### src/rtl/decode_sequencer.sv
// Registered, handshaked instruction decoder for the 9-bit accumulator ISA.
// Stretches ld/st over MEM_LAT cycles, holds a sticky halt and counts retired instructions.
module decode_sequencer #(
    parameter int INSTR_W = 9,
    parameter int MEM_LAT = 1,
    parameter int CNT_W   = 16
) (
    input  logic               clock,
    input  logic               reset,
    input  logic               instr_valid,
    input  logic [INSTR_W-1:0] instruction,
    output logic               instr_ready,
    input  logic               resume,
    output logic               ctrl_valid,
    output logic               ctrl_last,
    output logic [3:0]         alu_func,
    output logic [2:0]         alu_spec_func,
    output logic [2:0]         reg_write_val,
    output logic [1:0]         set_ctrl,
    output logic               alu_src,
    output logic               mem_write,
    output logic               mem_read,
    output logic               branch,
    output logic               reg_write,
    output logic               swap_ctrl,
    output logic               jmp_ctrl,
    output logic               done_ctrl,
    output logic               illegal,
    output logic [CNT_W-1:0]   retired_count
);

    typedef enum logic [1:0] {
        RUN,
        MEM,
        HALTED
    } state_t;

    typedef struct packed {
        logic [3:0] alu_func;
        logic [2:0] alu_spec_func;
        logic [2:0] reg_write_val;
        logic [1:0] set_ctrl;
        logic       alu_src;
        logic       mem_write;
        logic       mem_read;
        logic       branch;
        logic       reg_write;
        logic       swap_ctrl;
        logic       jmp_ctrl;
    } ctrl_t;

    localparam logic [3:0] LAT_M1 = 4'(MEM_LAT - 1);

    state_t     state;
    logic [3:0] cnt;
    ctrl_t      ctl;
    ctrl_t      dec;
    logic       dec_halt;
    logic       dec_illegal;
    logic       dec_mem;

    logic [3:0] op;
    logic [1:0] rd;
    logic [2:0] lo;
    logic       unused_bits;

    assign op = instruction[INSTR_W-1:INSTR_W-4];
    assign rd = instruction[4:3];
    assign lo = instruction[2:0];
    // Bits between the opcode and the operand fields carry no meaning.
    assign unused_bits = ^instruction;

    always_comb begin
        dec         = '0;
        dec_halt    = 1'b0;
        dec_illegal = 1'b0;
        dec_mem     = 1'b0;
        case (op)
            4'b0000, 4'b0011, 4'b0100, 4'b0101: begin
                dec.alu_func      = op;
                dec.reg_write     = 1'b1;
                dec.reg_write_val = {1'b0, rd};
            end
            4'b0110: begin
                dec.alu_func      = op;
                dec.reg_write     = 1'b1;
                dec.reg_write_val = lo;
            end
            4'b0111: begin
                if (lo == 3'b010) begin
                    dec_halt = 1'b1;
                end else if (lo == 3'b101 || lo == 3'b110 || lo == 3'b111) begin
                    dec_illegal = 1'b1;
                end else begin
                    dec.alu_func      = op;
                    dec.alu_spec_func = lo;
                    dec.reg_write     = 1'b1;
                    dec.reg_write_val = {1'b0, rd};
                end
            end
            4'b1010, 4'b1011: begin
                dec.alu_func      = op;
                dec.alu_src       = 1'b1;
                dec.set_ctrl      = {1'b1, instruction[4]};
                dec.reg_write     = 1'b1;
                dec.reg_write_val = instruction[4] ? 3'b111 : 3'b001;
            end
            4'b1100, 4'b1101: begin
                dec.alu_func = op;
                dec.branch   = 1'b1;
            end
            4'b0001: begin
                // Load writes back only on its last cycle; with no stretch that is now.
                dec.mem_read      = 1'b1;
                dec.reg_write_val = {1'b0, rd};
                dec.reg_write     = (MEM_LAT == 1);
                dec_mem           = 1'b1;
            end
            4'b0010: begin
                dec.mem_write = 1'b1;
                dec_mem       = 1'b1;
            end
            4'b1001: begin
                dec.reg_write = 1'b1;
                dec.swap_ctrl = 1'b1;
            end
            4'b1110: begin
                dec.jmp_ctrl = 1'b1;
            end
            default: begin
                dec_illegal = 1'b1;
            end
        endcase
    end

    always_ff @(posedge clock) begin
        if (reset) begin
            state         <= RUN;
            cnt           <= '0;
            ctl           <= '0;
            instr_ready   <= 1'b0;
            ctrl_valid    <= 1'b0;
            ctrl_last     <= 1'b0;
            done_ctrl     <= 1'b0;
            illegal       <= 1'b0;
            retired_count <= '0;
        end else begin
            case (state)
                RUN: begin
                    instr_ready <= 1'b1;
                    ctrl_valid  <= 1'b0;
                    ctrl_last   <= 1'b0;
                    illegal     <= 1'b0;
                    ctl         <= '0;
                    if (instr_valid && instr_ready) begin
                        ctrl_valid <= 1'b1;
                        ctrl_last  <= 1'b1;
                        ctl        <= dec;
                        if (dec_illegal) begin
                            illegal <= 1'b1;
                        end else begin
                            retired_count <= retired_count + CNT_W'(1);
                            if (dec_halt) begin
                                state       <= HALTED;
                                done_ctrl   <= 1'b1;
                                instr_ready <= 1'b0;
                            end else if (dec_mem && MEM_LAT > 1) begin
                                state       <= MEM;
                                cnt         <= LAT_M1;
                                instr_ready <= 1'b0;
                                ctrl_last   <= 1'b0;
                            end
                        end
                    end
                end
                MEM: begin
                    cnt <= cnt - 4'd1;
                    // Final cycle returns to RUN so a new accept can overlap it.
                    if (cnt == 4'd1) begin
                        state         <= RUN;
                        ctrl_last     <= 1'b1;
                        instr_ready   <= 1'b1;
                        ctl.reg_write <= ctl.mem_read;
                    end
                end
                HALTED: begin
                    ctrl_valid <= 1'b0;
                    ctrl_last  <= 1'b0;
                    ctl        <= '0;
                    if (resume) begin
                        state       <= RUN;
                        done_ctrl   <= 1'b0;
                        instr_ready <= 1'b1;
                    end
                end
                default: begin
                    state <= RUN;
                end
            endcase
        end
    end

    assign alu_func      = ctl.alu_func;
    assign alu_spec_func = ctl.alu_spec_func;
    assign reg_write_val = ctl.reg_write_val;
    assign set_ctrl      = ctl.set_ctrl;
    assign alu_src       = ctl.alu_src;
    assign mem_write     = ctl.mem_write;
    assign mem_read      = ctl.mem_read;
    assign branch        = ctl.branch;
    assign reg_write     = ctl.reg_write;
    assign swap_ctrl     = ctl.swap_ctrl;
    assign jmp_ctrl      = ctl.jmp_ctrl;

endmodule

### config.mk
export PLATFORM = sky130hd
export DESIGN_NAME = decode_sequencer
export DESIGN_NICKNAME = d
export VERILOG_FILES = /design/src/rtl/decode_sequencer.sv
export SDC_FILE = /design/constraint.sdc
export NUM_CORES = 1
export LEC_CHECK = 0
export BUFFER_PORTS_ARGS = -buffer_cell sky130_fd_sc_hd__buf_2
export CAP_MARGIN = 20
export CELL_PAD_IN_SITES_DETAIL_PLACEMENT = 1
export CELL_PAD_IN_SITES_GLOBAL_PLACEMENT = 1
export CORE_ASPECT_RATIO = 0.75
export CORE_MARGIN = 4
export CORE_UTILIZATION = 38
export CTS_BUF_LIST = sky130_fd_sc_hd__clkbuf_8
export CTS_CLUSTER_SIZE = 20
export DETAILED_ROUTE_END_ITERATION = 10
export PLACE_DENSITY = 0.8
export SYNTH_ARGS = -nofsm -noshare
export SYNTH_HDL_FRONTEND = slang
export SYNTH_SLANG_ARGS = --single-unit
### constraint.sdc
create_clock -name clock -period 1.7 [get_ports clock]
set_input_delay 0.085 -clock clock [delete_from_list [all_inputs] [get_ports clock]]
set_output_delay 0.085 -clock clock [all_outputs]
set_load 0.005 [all_outputs]
==> insert_results.sql, run 1 <==
INSERT INTO impl_metrics (metric_group, metric, value, unit) VALUES
('clock_tree', 'clock_latency', '0.28', 'ns'),
('worst_setup_path', 'cp-end-kind', 'register', ''),
('cells_and_area', 'area.growth.synth_to_final', '31.5', '%'),
('placed_design', 'portBuffers', '52', ''),
('clock_tree', 'ctsHtreeMaxLevel', '2', ''),
('cells_and_area', 'postLayoutCoreUtil', '0.519', ''),
('timing', 'slew-limit-headroom', '0.789', ''),
('synthesis', 'synth_simple_gate_area_frac', '0.270', ''),
('drt', 'drc', '0', ''),
('placed_design', 'gp_congestion', '0.767', ''),
('placed_design', 'placedCellCount', '291', ''),
('floorplanning', 'vertical_die_dimension', '64.4', 'µm'),
('global_route', 'global_routing_usage_summed_across_all_routing_layers', '0.171', ''),
('synthesis', 'synth.lib_cells_used.distinct', '44', ''),
('timing', 'tightest_slew', '0.313', 'ns'),
('clock_tree', 'tritoncts.num_buffers', '5', ''),
('global_route', 'first_pass_grt_wire_length', '7530', 'µm'),
('clock_tree', 'clkSlewWorstSetupHoldPaths', '0.07', 'ns'),
('drt', 'drt-vias-per-instance', '5.11', ''),
('cells_and_area', 'count_of_antenna_diodes_in_the_layout', '0', ''),
('drt', 'detail-route-antenna-nets', '0', ''),
('floorplanning', 'die_w', '83.2', 'µm'),
('synthesis', 'synth_top_family_by_area', 'simple AND/OR/NAND/NOR gates', ''),
('flow_run', 'maximum_capacitance_violations', '0', ''),
('worst_setup_path', 'critPathMaxFanout', '8', ''),
('synthesis', 'syn-instance-count', '180', ''),
('clock_tree', 'clock-sinks', '38', ''),
('timing', 'period_share', '0.960', ''),
('synthesis', 'synth_ff_type', 'dfxtp_1', ''),
('cells_and_area', 'post_route_cells_drive_above_1_share', '0.374', ''),
('cells_and_area', 'final_cells', '301', ''),
('global_route', 'first_global_vias', '1539', ''),
('floorplanning', 'placeableCoreArea', '4080', 'µm²'),
('worst_setup_path', 'cp.arrival', '1.86', 'ns'),
('timing', 'final-hold-violation-count', '0', ''),
('synthesis', 'synth_compound_gate_area_share', '0.145', ''),
('floorplanning', 'design.portCount', '53', ''),
('synthesis', 'synth.area.mux_share', '0.0264', ''),
('floorplanning', 'initial_utilization', '0.395', ''),
('worst_hold_path', 'hold_class', 'in2reg', ''),
('synthesis', 'postSynth.asyncResetShare', '0', ''),
('synthesis', 'post_synth.cell_area_avg', '8.95', 'µm²'),
('synthesis', 'synth_enable_flop_cells', '0', ''),
('placed_design', 'dpl.hpwl', '3290', 'µm'),
('cells_and_area', 'fillCellCount', '517', ''),
('drt', 'dr.first_iter.drc_count', '93', ''),
('floorplanning', 'fp.dieArea', '5350', 'µm²'),
('timing', 'timing.final.setup_violations', '0', ''),
('synthesis', 'yosys.area_share.adder', '0.00777', ''),
('synthesis', 'yosysWarningCount', '0', ''),
('global_route', 'globalRoute.totalOverflow', '0', ''),
('clock_tree', 'cts_buffer_depth', '2', ''),
('cells_and_area', 'nNetsFinal', '260', ''),
('synthesis', 'synth.top_cells.by_count', 'dfxtp_1 (38), nor2_1 (20), a21oi_1 (17)', ''),
('status', 'status', 'finished, final reports clean', ''),
('drt', 'via_count', '1538', ''),
('worst_setup_path', 'worst_setup_path_start_kind', 'register', ''),
('global_route', 'pin_count_of_the_biggest_net_entering_global_routing', '15', ''),
('timing', 'clock.fmax', '613', 'MHz'),
('power', 'peakVddDrop', '0.507', 'mV'),
('worst_setup_path', 'setup_slack_on_the_worst_flop_to_flop_path', '0.07', 'ns'),
('timing', 'slew_violations', '0', ''),
('synthesis', 'synth_largest_area_cell', 'dfxtp_1', ''),
('synthesis', 'ys_top_cells_by_area', 'dfxtp_1 (47%), a21oi_1 (5.3%), nor2_1 (4.7%)', ''),
('global_route', 'initial_antenna_violation_count', '0', ''),
('synthesis', 'post_synthesis_net_count', '194', ''),
('synthesis', 'syn-cell-area', '1610', 'µm²'),
('timing', 'worst_clock_skew', '0.00632', 'ns'),
('worst_setup_path', 'critical_path_required', '1.93', 'ns'),
('drt', 'drtPass1Iterations', '4', ''),
('synthesis', 'sequential_fraction_of_the_synthesis_area', '0.472', '');
## worst max-delay path, cell delays in order (launching register included)
cell and delay [ns]:
dfxtp_1 0.34, nand3b_1 0.26, nor2_2 0.20, nand3_4 0.14, or4_4 0.50, a21oi_2 0.13
## layer usage
metal / up-vias / GRT usage / share of wire
li1: 766 / - / -
met1: 720 / 0.226 / 0.47
met2: 43 / 0.270 / 0.46
met3: 9 / 0.0503 / 0.055
met4: 0 / 0.0551 / 0.015
met5: - / 0 / 0
## final cells by class
class	instances	area, µm²	area share
Tap cell	55	68.8	0.0325
Clock inverter	2	10.0	0.00473
Timing Repair Buffer	69	388	0.183
Multi-Input combinational cell	128	805	0.380
Inverter	4	15.0	0.00709
Clock buffer	5	68.8	0.0325
Sequential cell	38	763	0.360
## power breakdown
| group | internal (W) | leakage, nW | switching, W | total [W] |
|---|---|---|---|---|
| clock network | 0.000275 | 0.0438 | 0.000289 | 0.000564 |
| registers | 0.000901 | 0.308 | 0.00000629 | 0.000907 |
| logic | 0.0000553 | 0.593 | 0.0000823 | 0.000138 |
## repair_timing
| action | 4_1_cts | 5_1_grt |
|---|---|---|
| endpoints found under the setup margin | 0 | 9 |
| gates resized for setup | 0 | 6 |
| setup buffers | 0 | 3 |
| hold buffers | 0 | 0 |
## logic make-up after synthesis
group	count (synthesis)
buffers and inverters	14
AOI/OAI and AO/OA	38
DFF	38
adders and majority gates	1
and+or+nand+nor	78
xor gates and xnor gates	7
muxes	4
## placed cells by master, fill, tap and decap left out, types with 3 or more instances in the layout
cell type / Yosys / routed
or3_1: 5 / 5
and3_1: 4 / 4
nand3_1: 7 / 6
buf_4: 3 / 17
xor2_1: 7 / 7
nand4_1: 6 / 6
inv_1: 4 / 4
nor2_1: 20 / 20
a21oi_1: 17 / 16
buf_2: 1 / 52
nor3_1: 5 / 5
dfxtp_1: 38 / 36
o21ai_0: 10 / 10
clkbuf_8: 0 / 5
and2_1: 3 / 3
nand2_1: 10 / 10
## through the flow
| step | hold slack, ns | area, µm² | power, W | setup slack (ns) |
|---|---|---|---|---|
| 6_report | 0.0476 | 2120 | 0.00161 | 0.0683 |
| 5_1_grt | 0.0464 | 2120 | 0.00170 | -0.0237 |
| 4_1_cts | 0.0376 | 2070 | 0.00163 | 0.0139 |
| 3_5_place_dp | 0.332 | 1990 | 0.00106 | 0.00683 |
| 3_3_place_gp | 0.333 | 1990 | 0.00105 | 0.111 |
| 2_1_floorplan | 0.207 | 1610 | 0.00100 | 0.189 |
## flip-flops by register name (all words and copies together) (netlist names)
register,count
reg_write_val,3
alu_func,4
instr_ready,1
alu_spec_func,3
illegal,1
reg_write,1
mem_write,1
jmp_ctrl,1
mem_read,1
ctrl_valid,1
swap_ctrl,1
done_ctrl,1
branch,1
set_ctrl,2
retired_count,16
## path summary, 6_finish.rpt
path	cells past startpoint	to	from
worst max-delay path	5	retired_count[15]	done_ctrl
worst min-delay path	2	set_ctrl[0]	instruction[4]
worst max register to register	5	retired_count[15]	done_ctrl
worst min register to register	2	illegal	illegal
No activity file was read; power rests on OpenSTA's default activity.
==> run 2: changes to the inputs <==
Settings changed: BUFFER_PORTS_ARGS -buffer_cell sky130_fd_sc_hd__buf_2 to -buffer_cell sky130_fd_sc_hd__buf_4.
==> insert_results.sql, run 2 (same netlist as run 1, synthesis figures left out) <==
INSERT INTO impl_metrics (metric_group, metric, value, unit) VALUES
('clock_tree', 'post_cts.repair.setup_buffers', '0', ''),
('worst_setup_path', 'crit_path_cell_trace', 'nand3b_1, nor2_2, nand3_4, or4_1, a21oi_1', ''),
('clock_tree', 'cts_resized', '0', ''),
('power', 'total_power', '0.00169', 'W'),
('global_route', 'globalRoute.totalOverflow', '0', ''),
('cells_and_area', 'count_of_antenna_diodes_in_the_layout', '0', ''),
('clock_tree', 'cts-root-buf', 'clkbuf_8', ''),
('clock_tree', 'tritoncts.num_buffers', '5', ''),
('global_route', 'first_global_vias', '1501', ''),
('cells_and_area', 'largest_register_ffs', '16', ''),
('power', 'net-switching-power', '0.000400', 'W'),
('placed_design', 'dpl.hpwl', '3320', 'µm'),
('timing', 'postLayoutSetupSlackWorst', '0.114', 'ns'),
('power', 'peakVddDrop', '0.422', 'mV'),
('worst_setup_path', 'worst_setup_path_start_kind', 'register', ''),
('flow_run', 'maximum_capacitance_violations', '0', ''),
('floorplanning', 'vertical_die_dimension', '64.4', 'µm'),
('worst_setup_path', 'critical_path_required', '1.93', 'ns'),
('timing', 'setup-tns-final', '0', 'ns'),
('placed_design', 'portBuffers', '52', ''),
('power', 'switching_share', '0.237', ''),
('clock_tree', 'clkSlewWorstSetupHoldPaths', '0.08', 'ns'),
('timing', 'post-route-min-period', '1.59', 'ns'),
('worst_setup_path', 'critical_path_class', 'reg2reg', ''),
('global_route', 'first_pass_grt_wire_length', '7540', 'µm'),
('drt', 'routedWlPerCell', '14.8', 'µm'),
('clock_tree', 'holdBufCountCts', '0', ''),
('drt', 'drtPass1Iterations', '4', ''),
('floorplanning', 'die_w', '83.2', 'µm'),
('worst_hold_path', 'hold_class', 'in2reg', ''),
('global_route', 'initial_antenna_violation_count', '0', ''),
('power', 'clkPwrFrac', '0.377', ''),
('power', 'sequential_share_of_power', '0.538', ''),
('worst_setup_path', 'timing.critical_path.buf_inv', '0', ''),
('placed_design', 'gp_congestion', '0.727', ''),
('worst_setup_path', 'cp-end-kind', 'register', ''),
('worst_setup_path', 'crit_path_max_incr_delay', '0.50', 'ns'),
('clock_tree', 'tritoncts', 'done', ''),
('timing', 'tightest_slew', '0.288', 'ns'),
('global_route', 'pin_count_of_the_biggest_net_entering_global_routing', '22', ''),
('cells_and_area', 'final_common_cell', 'buf_4', ''),
('cells_and_area', 'nNetsFinal', '255', ''),
('placed_design', 'dp_slack', '0.0425', 'ns'),
('timing', 'slew_violations', '0', ''),
('timing', 'worst_clock_skew', '0.00429', 'ns'),
('drt', 'detail-route-antenna-nets', '0', ''),
('timing', 'slew-limit-headroom', '0.806', ''),
('status', 'status', 'finished, final reports clean', ''),
('cells_and_area', 'layout_common_cells', 'buf_4 (64), dfxtp_1 (37), nor2_1 (20)', ''),
('floorplanning', 'design.portCount', '53', ''),
('worst_setup_path', 'critPathMaxFanout', '10', ''),
('clock_tree', 'ctsHtreeMaxLevel', '2', ''),
('cells_and_area', 'area.growth.synth_to_final', '37.8', '%'),
('timing', 'final-hold-violation-count', '0', ''),
('clock_tree', 'clock-sinks', '38', ''),
('cells_and_area', 'post_route_cells_drive_above_1_share', '0.351', ''),
('global_route', 'global_routing_usage_summed_across_all_routing_layers', '0.175', ''),
('worst_setup_path', 'cp_slowest_cell', 'or4_1', ''),
('drt', 'drc', '0', ''),
('floorplanning', 'initial_utilization', '0.395', ''),
('power', 'comb_power_share', '0.085', ''),
('drt', 'routed_wl', '4390', 'µm'),
('drt', 'dr.first_iter.drc_count', '80', ''),
('floorplanning', 'fp.dieArea', '5350', 'µm²'),
('power', 'pwr_cell_area', '759', 'nW/µm²'),
('timing', 'period_share', '0.933', ''),
('timing', 'timing.final.setup_violations', '0', ''),
('clock_tree', 'cts_buffer_depth', '2', ''),
('clock_tree', 'clock_latency', '0.29', 'ns'),
('floorplanning', 'std_cell_rows', '20', ''),
('worst_setup_path', 'cp_top_family', 'simple AND/OR/NAND/NOR gates', ''),
('floorplanning', 'placeableCoreArea', '4080', 'µm²'),
('power', 'total_leakage_power', '0.936', 'nW'),
('cells_and_area', 'registers.top_by_ff_count', 'retired_count', ''),
('worst_setup_path', 'cp.arrival', '1.81', 'ns'),
('drt', 'drt-vias-per-instance', '5.11', ''),
('timing', 'clock.fmax', '631', 'MHz'),
('drt', 'via_count', '1518', ''),
('power', 'internal_power', '0.00129', 'W');
run 2: worst register-to-register path, stage by stage (launching register included):
cell and delay, ns:
dfxtp_1 0.32, nand3b_1 0.22, nor2_2 0.19, nand3_4 0.15, or4_1 0.50, a21oi_1 0.15
run 2: cell type report:
| class | count | area [µm²] |
|---|---|---|
| multi-input combinational | 128 | 802 |
| inverter | 4 | 15.0 |
| clock inverter | 2 | 8.76 |
| tap | 55 | 68.8 |
| timing repair buffer | 64 | 480 |
| fill | 484 | 1860 |
| sequential | 38 | 762 |
| clock buffer | 6 | 82.6 |
run 2: routing by layer:
layer / routed length [µm] / vias to the layer above / part of all wire / GRT usage
met5: 0 / - / 0 / 0
met4: 55 / 0 / 0.013 / 0.0551
met3: 251 / 8 / 0.057 / 0.0528
met2: 1850 / 34 / 0.42 / 0.257
met1: 2230 / 718 / 0.51 / 0.244
li1: - / 758 / - / -
run 2: path summary, 6_finish.rpt:
kind | start | endpoint | slack, ns | depth (start not counted)
setup / recovery | done_ctrl | retired_count[15] | 0.11 | 5
hold reg to reg | retired_count[15] | retired_count[15] | 0.48 | 2
hold / removal | instruction[4] | set_ctrl[0] | 0.03 | 2
setup reg to reg | done_ctrl | retired_count[15] | 0.11 | 5
run 2: power by group through the flow:
stage                     Clock (W)  Combinational, W  Sequential, W
after global placement            0          0.000140       0.000926
after global routing       0.000697          0.000161       0.000907
after detailed placement          0          0.000142       0.000927
final                      0.000635          0.000144       0.000906
after floorplan                   0         0.0000761       0.000928
after CTS                  0.000655          0.000143       0.000906
run 2: metrics by stage:
step	cell area [µm²]	util	hold slack, ns	instances
2_1_floorplan	1610	-	0.207	180
3_3_place_gp	2110	0.517	0.320	289
3_5_place_dp	2110	0.517	0.318	289
4_1_cts	2200	0.540	0.0200	297
5_1_grt	2220	0.544	0.0201	297
6_report	2220	0.544	0.0273	297
==> run 3: changes to the inputs <==
Settings changed: PLACE_DENSITY 0.8 to unset, PLACE_DENSITY_LB_ADDON set to 0.1.
==> insert_results.sql, run 3 (same netlist as run 1, synthesis figures left out) <==
INSERT INTO impl_metrics (metric_group, metric, value, unit) VALUES
('status', 'status', 'finished, final reports clean', ''),
('worst_hold_path', 'hold_depth', '2', ''),
('cells_and_area', 'fillCellCount', '494', ''),
('cells_and_area', 'post_route_cells_drive_above_1_share', '0.370', ''),
('global_route', 'initial_antenna_violation_count', '0', ''),
('worst_setup_path', 'critPathMaxFanout', '8', ''),
('global_route', 'first_global_vias', '1530', ''),
('floorplanning', 'vertical_die_dimension', '64.4', 'µm'),
('timing', 'clock.fmax', '625', 'MHz'),
('worst_setup_path', 'worst_setup_path_start_kind', 'register', ''),
('global_route', 'pin_count_of_the_biggest_net_entering_global_routing', '22', ''),
('clock_tree', 'clock_latency', '0.29', 'ns'),
('cells_and_area', 'registers.top_by_ff_count', 'retired_count', ''),
('drt', 'dr.first_iter.drc_count', '90', ''),
('worst_setup_path', 'timing.critical_path.buf_inv', '0', ''),
('floorplanning', 'die_w', '83.2', 'µm'),
('cells_and_area', 'area.growth.synth_to_final', '39.3', '%'),
('worst_setup_path', 'critical_path_class', 'reg2reg', ''),
('clock_tree', 'clkSlewWorstSetupHoldPaths', '0.08', 'ns'),
('power', 'total_leakage_power', '0.936', 'nW'),
('timing', 'timing.final.setup_violations', '0', ''),
('placed_design', 'dpl.hpwl', '3240', 'µm'),
('worst_setup_path', 'crit_path_max_incr_delay', '0.41', 'ns'),
('worst_setup_path', 'cp_top_family', 'simple AND/OR/NAND/NOR gates', ''),
('worst_setup_path', 'r2r_end', 'retired_count[6]', ''),
('worst_hold_path', 'hold_path_startpoint', 'instruction[4]', ''),
('global_route', 'first_pass_grt_wire_length', '7260', 'µm'),
('timing', 'final-hold-violation-count', '0', ''),
('placed_design', 'portBuffers', '52', ''),
('cells_and_area', 'postLayoutCoreUtil', '0.550', ''),
('clock_tree', 'ctsHtreeMaxLevel', '2', ''),
('worst_hold_path', 'min_to', 'set_ctrl[0]', ''),
('power', 'peakVddDrop', '0.494', 'mV'),
('floorplanning', 'design.portCount', '53', ''),
('cells_and_area', 'count_of_antenna_diodes_in_the_layout', '0', ''),
('worst_setup_path', 'reg2regPathDepth', '5', ''),
('worst_setup_path', 'critical_path_required', '1.91', 'ns'),
('drt', 'detail-route-antenna-nets', '0', ''),
('worst_setup_path', 'cp-end-kind', 'register', ''),
('drt', 'routedWlPerCell', '15.1', 'µm'),
('placed_design', 'gp_congestion', '0.757', ''),
('clock_tree', 'cts_buffer_depth', '2', ''),
('cells_and_area', 'multi_input_gate_area_in_the_final_layout', '825', 'µm²'),
('timing', 'worst_clock_skew', '0.00785', 'ns'),
('clock_tree', 'cts-root-buf', 'clkbuf_8', ''),
('worst_setup_path', 'cp_slowest_cell', 'or3_1', ''),
('cells_and_area', 'layout_common_cells', 'buf_4 (64), dfxtp_1 (36), nor2_1 (19)', ''),
('drt', 'drc', '0', ''),
('worst_setup_path', 'setup_slack_on_the_worst_flop_to_flop_path', '0.1', 'ns'),
('floorplanning', 'placeableCoreArea', '4080', 'µm²'),
('clock_tree', 'tritoncts', 'done', ''),
('drt', 'routed_wl', '4510', 'µm'),
('worst_setup_path', 'crit_path_cell_trace', 'and3b_1, and3_2, nand3_4, or3_1, a21oi_2', ''),
('timing', 'period_share', '0.942', ''),
('floorplanning', 'fp.dieArea', '5350', 'µm²'),
('power', 'pwr_cell_area', '749', 'nW/µm²'),
('cells_and_area', 'layout.area.seq', '763', 'µm²'),
('cells_and_area', 'largest_register_ffs', '16', ''),
('drt', 'via_count', '1551', ''),
('global_route', 'global_routing_usage_summed_across_all_routing_layers', '0.166', ''),
('drt', 'drtPass1Iterations', '4', ''),
('flow_run', 'maximum_capacitance_violations', '0', ''),
('timing', 'postLayoutSetupSlackWorst', '0.0993', 'ns'),
('worst_setup_path', 'cp.arrival', '1.81', 'ns'),
('floorplanning', 'std_cell_rows', '20', ''),
('worst_hold_path', 'hold_class', 'in2reg', ''),
('cells_and_area', 'nNetsFinal', '256', ''),
('clock_tree', 'tritoncts.num_buffers', '5', ''),
('timing', 'tightest_slew', '0.315', 'ns'),
('worst_setup_path', 'timing.rr.start', 'done_ctrl', ''),
('timing', 'post-route-min-period', '1.60', 'ns'),
('drt', 'drt-vias-per-instance', '5.20', ''),
('floorplanning', 'initial_utilization', '0.395', ''),
('timing', 'slew-limit-headroom', '0.788', ''),
('timing', 'slew_violations', '0', ''),
('cells_and_area', 'final_common_cell', 'buf_4', ''),
('global_route', 'globalRoute.totalOverflow', '0', ''),
('clock_tree', 'clock-sinks', '38', ''),
('placed_design', 'dp_slack', '0.0114', 'ns');
-- run 3: worst max path at each step --
stage,endpoint,start,slack [ns],cells past startpoint
detailed placement,retired_count[6],done_ctrl,0.01,5
global route,retired_count[15],done_ctrl,-0.02,5
floorplan,retired_count[15],done_ctrl,0.19,5
global placement,retired_count[11],done_ctrl,0.11,5
finish,retired_count[6],done_ctrl,0.1,5
CTS,retired_count[6],done_ctrl,0.003,5
-- run 3: layer usage --
layer	up-vias	global-route usage	routed length [µm]
met5	-	0	0
met4	0	0.0367	40
met3	5	0.0528	237
met2	36	0.272	2050
met1	749	0.215	2190
li1	761	-	-
-- run 3: area by class of cell --
class	instances	share of cell area
inverters	4	0.00669
multi-input cells	129	0.368
well taps	55	0.0307
clock inverters	2	0.00390
repair buffers	64	0.214
flip-flops and latches	38	0.340
clock buffers	6	0.0368
-- run 3: timing repair --
item,4_1_cts,5_1_grt
resized for setup,1,8
pin swaps,0,1
hold buffers,0,0
setup endpoints to repair,1,7
buffers inserted,0,2
gates cloned,0,1
-- run 3: stage by stage --
step,total power (W),hold slack (ns),cells,instance area (µm²),setup TNS [ns]
5_1_grt,0.00176,0.0304,298,2240,-0.0167
4_1_cts,0.00170,0.0277,295,2190,0
2_1_floorplan,0.00100,0.207,180,1610,0
6_report,0.00168,0.0308,298,2240,0
3_3_place_gp,0.00106,0.318,287,2090,0
3_5_place_dp,0.00107,0.325,287,2090,0
-- run 3: report_power, final --
group,total (W),internal [W],leakage [nW],switching (W)
registers,0.000908,0.000900,0.308,0.00000735
clock network,0.000630,0.000321,0.0524,0.000309
logic,0.000143,0.0000612,0.576,0.0000814
total,0.00168,0.00128,0.936,0.000398
-- run 3: worst reg2reg max path, stage by stage (launching register included) --
cell and delay (ns):
dfxtp_2 0.35, and3b_1 0.24, and3_2 0.24, nand3_4 0.12
or3_1 0.41, a21oi_2 0.18
